$ cat src/rtl/fifo_wr_arbiter.sv
// Round-robin arbiter sharing one FIFO write port between NUM_REQ
// valid/ready requesters, with bounded bursts and full back-pressure.
module fifo_wr_arbiter #(
    parameter int NUM_REQ   = 4,
    parameter int WIDTH     = 8,
    parameter int MAX_BURST = 4,
    parameter int ID_W      = $clog2(NUM_REQ)
) (
    input  logic                     i_clk,
    input  logic                     i_rst_n,
    input  logic [NUM_REQ-1:0]       i_req_valid,
    input  logic [NUM_REQ*WIDTH-1:0] i_req_data,
    output logic [NUM_REQ-1:0]       o_req_ready,
    input  logic                     i_full,
    output logic                     o_winc,
    output logic [WIDTH-1:0]         o_data,
    output logic                     o_busy,
    output logic [ID_W-1:0]          o_grant_id
);

    localparam int CNT_W = $clog2(MAX_BURST + 1);

    typedef enum logic {
        S_IDLE  = 1'b0,
        S_GRANT = 1'b1
    } state_t;

    state_t           r_state;
    state_t           w_state_nxt;
    logic [ID_W-1:0]  r_gnt;
    logic [ID_W-1:0]  w_gnt_nxt;
    logic [ID_W-1:0]  r_last;
    logic [ID_W-1:0]  w_last_nxt;
    logic [CNT_W-1:0] r_cnt;
    logic [CNT_W-1:0] w_cnt_nxt;

    logic [WIDTH-1:0]   w_req_data [NUM_REQ];
    logic               w_busy;
    logic               w_gnt_valid;
    logic               w_accept;
    logic               w_release;
    logic [NUM_REQ-1:0] w_others;

    for (genvar k = 0; k < NUM_REQ; k++) begin : g_unpack
        assign w_req_data[k] = i_req_data[k*WIDTH +: WIDTH];
    end

    // First set bit of mask scanning upward from base+1, wrapping.
    function automatic logic [ID_W-1:0] f_pick(
        input logic [NUM_REQ-1:0] mask,
        input logic [ID_W-1:0]    base
    );
        logic [ID_W-1:0] res;
        logic [ID_W-1:0] idx;
        logic            found;
        res   = '0;
        found = 1'b0;
        for (int i = 1; i <= NUM_REQ; i++) begin
            idx = ID_W'((int'(base) + i) % NUM_REQ);
            if (!found && mask[idx]) begin
                res   = idx;
                found = 1'b1;
            end
        end
        return res;
    endfunction

    assign w_busy      = (r_state == S_GRANT);
    assign w_gnt_valid = i_req_valid[r_gnt];
    assign w_accept    = w_busy & w_gnt_valid & ~i_full;
    assign w_release   = ~w_gnt_valid |
                         (w_accept & (r_cnt == CNT_W'(MAX_BURST - 1)));
    assign w_others    = i_req_valid & ~(NUM_REQ'(1) << r_gnt);

    assign o_busy     = w_busy;
    assign o_grant_id = r_gnt;
    assign o_winc     = w_accept;
    assign o_data     = w_busy ? w_req_data[r_gnt] : '0;

    always_comb begin
        o_req_ready = '0;
        for (int k = 0; k < NUM_REQ; k++) begin
            o_req_ready[k] = w_busy & (r_gnt == ID_W'(k)) & ~i_full;
        end
    end

    always_comb begin
        w_state_nxt = r_state;
        w_gnt_nxt   = r_gnt;
        w_last_nxt  = r_last;
        w_cnt_nxt   = r_cnt;
        unique case (r_state)
            S_IDLE: begin
                if (|i_req_valid) begin
                    w_gnt_nxt   = f_pick(i_req_valid, r_last);
                    w_state_nxt = S_GRANT;
                    w_cnt_nxt   = '0;
                end
            end
            S_GRANT: begin
                if (w_accept) begin
                    w_cnt_nxt = r_cnt + 1'b1;
                end
                // Hand over with no bubble; self re-grant if uncontended.
                if (w_release) begin
                    w_last_nxt = r_gnt;
                    if (|w_others) begin
                        w_gnt_nxt = f_pick(w_others, r_gnt);
                        w_cnt_nxt = '0;
                    end else if (w_gnt_valid) begin
                        w_cnt_nxt = '0;
                    end else begin
                        w_state_nxt = S_IDLE;
                    end
                end
            end
        endcase
    end

    always_ff @(posedge i_clk or negedge i_rst_n) begin
        if (!i_rst_n) begin
            r_state <= S_IDLE;
            r_gnt   <= '0;
            r_last  <= ID_W'(NUM_REQ - 1);
            r_cnt   <= '0;
        end else begin
            r_state <= w_state_nxt;
            r_gnt   <= w_gnt_nxt;
            r_last  <= w_last_nxt;
            r_cnt   <= w_cnt_nxt;
        end
    end

endmodule

$ cat config.mk
export PLATFORM = sky130hd
export DESIGN_NAME = fifo_wr_arbiter
export DESIGN_NICKNAME = d
export VERILOG_FILES = /design/src/rtl/fifo_wr_arbiter.sv
export SDC_FILE = /design/constraint.sdc
export NUM_CORES = 1
export LEC_CHECK = 0
export ABC_CLOCK_PERIOD_IN_PS = 3400
export CAP_MARGIN = 20
export CELL_PAD_IN_SITES_DETAIL_PLACEMENT = 0
export CELL_PAD_IN_SITES_GLOBAL_PLACEMENT = 1
export CORE_UTILIZATION = 30
export CTS_BUF_LIST = sky130_fd_sc_hd__clkbuf_4
export DETAILED_ROUTE_END_ITERATION = 8
export GPL_TIMING_DRIVEN = 0
export PLACE_DENSITY = 0.81
export SLEW_MARGIN = 20
export SYNTH_ARGS = -nofsm -noshare
export SYNTH_HDL_FRONTEND = slang
export SYNTH_SLANG_ARGS = --single-unit
$ cat constraint.sdc
create_clock -name i_clk -period 3.4 [get_ports i_clk]
set_input_delay 0.68 -clock i_clk [delete_from_list [all_inputs] [get_ports i_clk]]
set_output_delay 0.68 -clock i_clk [all_outputs]
set_load 0.1 [all_outputs]
Word level (Yosys, flattened, before mapping)
Index checks and enable logic that the tools add are counted.
{"block": "op_classes", "n_addsub": 9, "order_cmp": 10, "eq_ne": 7, "n_shift": 1, "muxes": 66, "bitwise_logic": 18, "n_reduce_logical": 17}
{"op": "2-to-1 mux 1 bit", "count": 34}
{"op": "< comparator 2 x 3 -> 1 bit (second input constant)", "count": 9}
{"op": "2-to-1 mux 8 bit", "count": 3}
{"op": "2-to-1 mux 2 bit", "count": 11}
{"op": "binary-select mux 1 bit (select 2 bit)", "count": 9}
{"op": "binary-select mux 8 bit (select 2 bit)", "count": 1}
{"op": "2-to-1 mux 3 bit", "count": 5}
{"op": "AND 1 bit", "count": 11}
{"op": "adder 2 x 1 -> 2 bit (second input constant)", "count": 4}
{"op": "adder 2 bit (second input constant)", "count": 4}
{"op": "OR reduction 4 bit", "count": 2}
{"op": "logical AND 1 bit", "count": 6}
{"op": "zero test 1 bit", "count": 6}
{"op": "one-hot mux 3 bit (2 select lines)", "count": 1}
{"op": "AND 4 bit", "count": 1}
{"op": "equality test 2 bit (second input constant)", "count": 2}
{"op": "!= test 2 x 1 -> 1 bit (second input constant)", "count": 2}
{"op": "inverter 4 bit", "count": 1}
{"op": "one-hot mux 2 bit (2 select lines)", "count": 1}
{"op": "left shift 1 x 2 -> 4 bit (first input constant)", "count": 1}
{"op": "adder 3 x 1 -> 3 bit (second input constant)", "count": 1}
{"op": "equality test 3 x 2 -> 1 bit (second input constant)", "count": 1}
{"op": ">= comparator 3 bit (second input constant)", "count": 1}
{"op": "inverter 1 bit", "count": 3}
{"op": "8 further kinds", "count": 8}
{"block": "word_totals", "regBits": 8, "input_bits": 39, "out_inout_bits": 16, "elab_cells": 132}

Longest topological paths before layout
Gate-level depths: netlist of run 1.
{"block": "depth", "ltp_word": 27, "ltp_mapped": 9}

Worst setup path after synthesis of run 1
OpenSTA, ideal clock, no wires.
{"block": "synth_path", "path_type": "register -> output", "startpoint": "register r_gnt[1], in the netlist o_grant_id[1]", "endpoint": "output port o_data[0]", "t_arrival_ns": 2.595, "t_required_ns": 2.720, "path_slack_ns": 0.125, "path_stages_with_launch": 5, "path_cell_list": "dfrtp_1 -> clkbuf_1 -> buf_1 -> mux4_2 -> and2_1"}
{"block": "synth_via", "elab_chain_len": 5}
{"element": "start, declared", "line": "30", "rtl": "logic [ID_W-1:0] r_gnt;"}
{"element": "start signal, assigned", "line": "128", "rtl": "r_gnt <= w_gnt_nxt;"}
{"element": "inverter 2 -> 3 bit (not written as such)", "line": "78", "rtl": "assign o_data = w_busy ? w_req_data[r_gnt] : '0;"}
{"element": "binary-select mux 8 bit (select 2 bit)", "line": "78"}
{"element": "2-to-1 mux 8 bit (not written as such) (2 in series)", "line": "78"}
{"element": "2-to-1 mux 8 bit", "line": "78"}
{"element": "end, declared", "line": "16", "rtl": "output logic [WIDTH-1:0] o_data,"}
No other way between the ends. The select of a mux whose other input is x is not followed.

Final worst setup path of run 1
{"block": "layout_path", "startpoint": "input port i_req_valid[1]", "endpoint": "output port o_winc"}
{"block": "layout_via", "elab_chain_len": 4}
{"element": "start, declared", "line": "11", "rtl": "input logic [NUM_REQ-1:0] i_req_valid,"}
{"element": "binary-select mux 1 bit (select 2 bit)", "line": "69", "rtl": "assign w_gnt_valid = i_req_valid[r_gnt];"}
{"element": "2-to-1 mux 1 bit (not written as such)", "line": "69"}
{"element": "AND 1 bit (2 in series)", "line": "70", "rtl": "assign w_accept = w_busy & w_gnt_valid & ~i_full;"}
{"element": "end, declared", "line": "15", "rtl": "output logic o_winc,"}
No other way between the ends. The select of a mux whose other input is x is not followed.

==> results.toml, run 1 <==
[synthesis]
async_reset_ff_share_pct = 100
synthSimpleGateAreaFrac_pct = 24.5
synthCells = 132
syn_nets = 177
synth_xor_xnor_area_share_pct = 0
synth_top_family_by_area = "multiplexers"
synth_fa_ha_area_share_pct = 6.45
synth.ff_latch_count = 8
synth_top_cell_area_share_pct = 17.4
synth_edf_count = 0
synth_area_um2 = 1160
synth_mux_area_share_pct = 27.0
synth_warnings = 0
ys_seq_area_share_pct = 17.4
synthFlopType = "dfrtp_1"
ys_top_cells_by_area = "mux4_2 (17%), dfrtp_1 (13%), and2_1 (7.0%)"
avgSynthCellArea_um2 = 8.82
synth_area_leader_cell = "mux4_2"
yosysUniqueCellTypes = 41
yosys-top-cells-count = "nand2_1 (15), and2_1 (13), mux4_2 (9)"
synth_compound_area_share_pct = 19.1
post-synth-top-count-cell = "nand2_1"

[sta]
fmax_mhz = 311
hold-worst-slack_ns = 0.473
min_period_over_period_pct = 94.5
setup_violations = 0
slew_headroom_pct = 33.3
rsz0062_at_grt = "no"
final_max_slew_viol_count = 0
skew_ns = 0.00419
finalCriticalPeriod_ns = 3.21
setup_ws_ns = 0.186
hold_viol = 0
worstMarginPinSlew_ns = 0.997

[grt]
grt_antenna_before_repair = 0
grt_first_pass_wirelength_mm = 5.75
grt-ovfl-total = 0
grt_usage_pct = 17.7
grt_pass1_vias = 1223
grt_max_degree = 11

[worst_setup_path]
crit_fanout = 10
crit_family = "buffers and inverters"
cp_num_buf_inv = 4
required_ns = 2.72
path_class = "in -> out"
end_kind = "primary output"
r2r_setup_slack_ns = 0.45
crit_path_cell_trace = "clkdlybuf4s50_1 > clkbuf_1 > mux4_1 > nand2_1 > inv_1 > buf_2"
crit_slowest_cell = "clkdlybuf4s50_1"
cpPeakStageDelay_ns = 0.47
start_kind = "primary input"
crit_arrival_ns = 2.53

[floorplanning]
die_width_um = 64.3
initial_utilization_pct = 31.5
pin_count = 55
design.core.area_um2 = 3690
design.die.area_um2 = 4130
die_h_um = 64.3
rows = 22

[placement]
dp_hpwl_mm = 2.86
gp_congestion = 0.806
placed_cells = 233
port_buffers = 53
dp_slack_ns = -0.505

[min_path]
hold_path_class = "reg -> reg"

[final_layout]
nets = 235
antenna_cells = 0
drive_gt1_share_pct = 18.0
area_growth_pct = 54.7
stdcell_count = 237
num-fill-cells = 361

[clock_tree]
cts.clk_slew.worst_paths_ns = 0.06
htree_levels = 1
cts_tree = "built"
clock_sinks = 8
numCtsBuffers = 3
worstSkewPairLatency_ns = 0.26
hold_buffers = 0
root_buffer = "clkbuf_4"
max-clock-path-buffers = 2

[route]
drt-initial-drc-count = 51
firstDrtPassIters = 5
wl_per_cell_um = 15.2
vias_per_cell = 5.38
routed_wl_mm = 3.61
num_vias = 1274
drc_errors = 0
ant_nets = 0

[status]
status = "finished clean"

[run]
drv_cap = 0
==> metrics by stage <==
step / cell area, um2 / TNS [ns] / utilization [%]
finish: 1800 / 0 / 48.8
detailed placement: 1750 / -1.47 / 47.6
CTS: 1800 / 0 / 48.7
global placement: 1750 / -1.30 / 47.6
floorplan: 1160 / 0 / -
global route: 1800 / 0 / 48.8
==> placed cells by master, fill, tap and decap left out, types with 2 or more instances in the layout <==
cell type	synthesis	layout
mux2i_1	4	4
clkdlybuf4s15_2	0	8
o311ai_0	2	2
a31oi_1	3	3
clkbuf_4	0	4
nand2b_2	2	2
nand2_1	15	15
or2b_1	2	2
ha_1	6	6
mux4_2	9	9
inv_1	7	7
nand2b_1	3	3
dfrtp_1	6	6
nor2_1	4	4
nand3_1	4	4
dfstp_2	2	2
o21ai_0	4	4
a21oi_1	8	8
buf_2	3	4
clkdlybuf4s50_1	0	40
and2_1	13	13
dlymetal6s2s_1	0	4
a311oi_1	2	2
mux2_2	4	4
clkbuf_1	5	5
nor2b_1	5	5
==> path summary, 6_finish.rpt <==
path                                 from       endpoint  cells after the start
min in group asynchronous         i_rst_n       r_cnt[1]                      1
setup reg to reg            o_grant_id[1]  o_grant_id[0]                      8
setup / recovery           i_req_valid[1]         o_winc                      6
hold / removal                   r_cnt[2]       r_cnt[2]                      2
hold reg to reg                  r_cnt[2]       r_cnt[2]                      2
max in group asynchronous         i_rst_n      r_last[1]                      1
==> layer usage <==
layer | vias to the layer above | wire [um] | track usage [%]
met4 | 0 | 30 | 5.00
met3 | 4 | 69 | 1.07
met5 | - | 0 | 0
met2 | 28 | 1900 | 28.8
met1 | 631 | 1610 | 25.0
li1 | 611 | - | -
==> sequential cells by signal (all words and copies together), names as in the netlist <==
signal and cells:
r_cnt 3, o_busy 1, r_last 2, o_grant_id 2
==> worst register-to-register path, stage by stage (launching register included) <==
cell and delay, ns:
dfrtp_1 0.40, clkbuf_1 0.36, inv_1 0.22, ha_1 0.26, or2b_1 0.28, mux4_2 0.48
o31a_1 0.27, a311o_1 0.35, a32o_1 0.22
==> logic make-up (layout without fill, tap and decap cells) <==
logic type                 after synthesis  after routing
muxes                                   18             18
adders and majority gates                6              6
buffers and inverters                   16             73
DFF                                      8              8
and+or+nand+nor                         52             52
AOI/OAI and AO/OA                       32             32
==> cell type report <==
type,count,area (um2),area share [%]
Multi-Input combinational cell,108,897,49.8
Timing Repair Buffer,53,546,30.3
Inverter,7,26.3,1.46
Clock buffer,4,30.0,1.67
Tap cell,48,60.1,3.34
Buffer,9,38.8,2.15
Sequential cell,8,203,11.3
==> what timing repair did <==
action,CTS,global route
gates resized for setup,27,7
endpoints found under the hold margin,0,0
buffers inserted,0,0
pin swaps,0,0
endpoints found under the setup margin,9,8
Power of run 1 is left out: the tool's default activity adds up to more than one toggle a clock period on the data nets, which glitch-free logic cannot reach.
==> run 2: changes to the inputs <==
- CORE_MARGIN: not set -> 5
- CTS_CLUSTER_SIZE: not set -> 14
==> results.toml, run 2 (synthesis results as in run 1) <==
[status]
status = "finished clean"

[grt]
grt.met1_usage_pct = 19.4
grt_first_pass_wirelength_mm = 6.03
grt_pass1_vias = 1241
grt_util_met3_pct = 4.71
busiest_layer = "met2"
grt_usage_pct = 14.5
grt_max_degree = 11
grt-ovfl-total = 0
grt_antenna_before_repair = 0
met2_usage_pct = 23.2

[route]
drc_errors = 0
vias_per_cell = 5.44
routed_wl_mm = 3.80
drt-initial-drc-count = 52
firstDrtPassIters = 4
ant_nets = 0
num_vias = 1290
wl_per_cell_um = 16.0

[floorplanning]
die_width_um = 72.3
rows = 22
die_h_um = 72.3
design.die.area_um2 = 5220
pin_count = 55
design.core.area_um2 = 3720
initial_utilization_pct = 31.3

[run]
drv_cap = 0

[worst_setup_path]
crit_slowest_cell = "clkdlybuf4s50_1"
crit_fanout = 10
path_class = "in -> out"
crit_path_cell_trace = "clkdlybuf4s50_1 > clkbuf_1 > mux4_1 > nand2_1 > inv_1 > buf_2"
worst-path-stages = 6
required_ns = 2.72
r2r_cells = 8
crit_arrival_ns = 2.54
cp_num_buf_inv = 4
start_kind = "primary input"
end_kind = "primary output"
cpPeakStageDelay_ns = 0.47
crit_family = "buffers and inverters"

[placement]
gp_congestion = 0.894
port_buffers = 53
dp_hpwl_mm = 3.14

[final_layout]
drive_gt1_share_pct = 17.5
regMostFlops = "r_cnt"
layout_common_cells = "clkdlybuf4s50_1 (40), nand2_1 (15), and2_1 (13)"
antenna_cells = 0
area_growth_pct = 53.3
final_common_cell = "clkdlybuf4s50_1"
largest_reg_flops = 3
nets = 235

[clock_tree]
cts_setup_buffers = 0
root_buffer = "clkbuf_4"
worstSkewPairLatency_ns = 0.25
htree_levels = 1
hold_buffers = 0
numCtsBuffers = 3
max-clock-path-buffers = 2
cts_tree = "built"
cts.clk_slew.worst_paths_ns = 0.05
clock_sinks = 8

[sta]
hold_viol = 0
min_period_over_period_pct = 94.8
skew_ns = 0.00175
fmax_mhz = 310
slew_headroom_pct = 33.8
finalCriticalPeriod_ns = 3.22
setup_violations = 0
worstMarginPinSlew_ns = 0.990
rsz0062_at_grt = "no"
final_max_slew_viol_count = 0
hold-worst-slack_ns = 0.473

[min_path]
hold_path_class = "reg -> reg"
holdPathStages = 2
## run 2: cell count changes in the layout (fill, tap and decap cells not counted)
cell,before,now
buf_1,0,1
clkbuf_2,1,0
dlygate4sd2_1,0,4
dlymetal6s2s_1,4,0
## run 2: through the flow
stage          cell area (um2)  setup TNS (ns)  instances  utilization, %  worst slack, ns
2_1_floorplan             1160               0        132               -            0.125
3_3_place_gp              1750           -1.33        233            47.2           -0.508
3_5_place_dp              1750          -0.855        233            47.2           -0.531
4_1_cts                   1790               0        237            48.2           0.0468
5_1_grt                   1780               0        237            48.0           0.0384
6_report                  1780               0        237            48.0            0.176
## run 2: cell type report
type / count / area, um2
Fill cell: 366 / 1930
Multi-Input combinational cell: 108 / 897
Timing Repair Buffer: 53 / 531
Sequential cell: 8 / 203
Tap cell: 48 / 60.1
Buffer: 9 / 37.5
Clock buffer: 4 / 30.0
Inverter: 7 / 26.3
## run 2: path summary, 6_finish.rpt
kind                                 from             to  slack [ns]
setup reg to reg            o_grant_id[1]  o_grant_id[0]        0.49
setup / recovery           i_req_valid[1]         o_winc        0.18
hold / removal                   r_cnt[2]       r_cnt[2]        0.47
min in group asynchronous         i_rst_n       r_cnt[2]        0.70
max in group asynchronous         i_rst_n      r_last[0]        2.41
hold reg to reg                  r_cnt[2]       r_cnt[2]        0.47
## run 2: what timing repair did
action | 4_1_cts | 5_1_grt
endpoints found under the setup margin | 13 | 1
resized for setup | 31 | 2
gates cloned | 0 | 0
## run 2: tightest hold or removal path, cell delays in order (launching register included)
cell and delay [ns]:
dfrtp_1 0.34, nand2_1 0.05, o31ai_1 0.05
## run 2: per-layer routing
metal  vias to the layer above  share of wire, %  wire length (um)
met1                       611                46              1750
met5                         -                 0                 0
li1                        610                 -                 -
met4                         0              0.82                31
met3                         4               9.7               370
met2                        65                43              1640
Power of run 2 is left out for the same reason.
==> run 3: changes to the inputs <==
- CORE_MARGIN: 5 -> not set
- CTS_CLUSTER_DIAMETER: not set -> 40
==> results of run 3 <==
Same layout as run 1: the final DEF is identical, and so are final timing and power.
Power of run 3 is left out for the same reason.
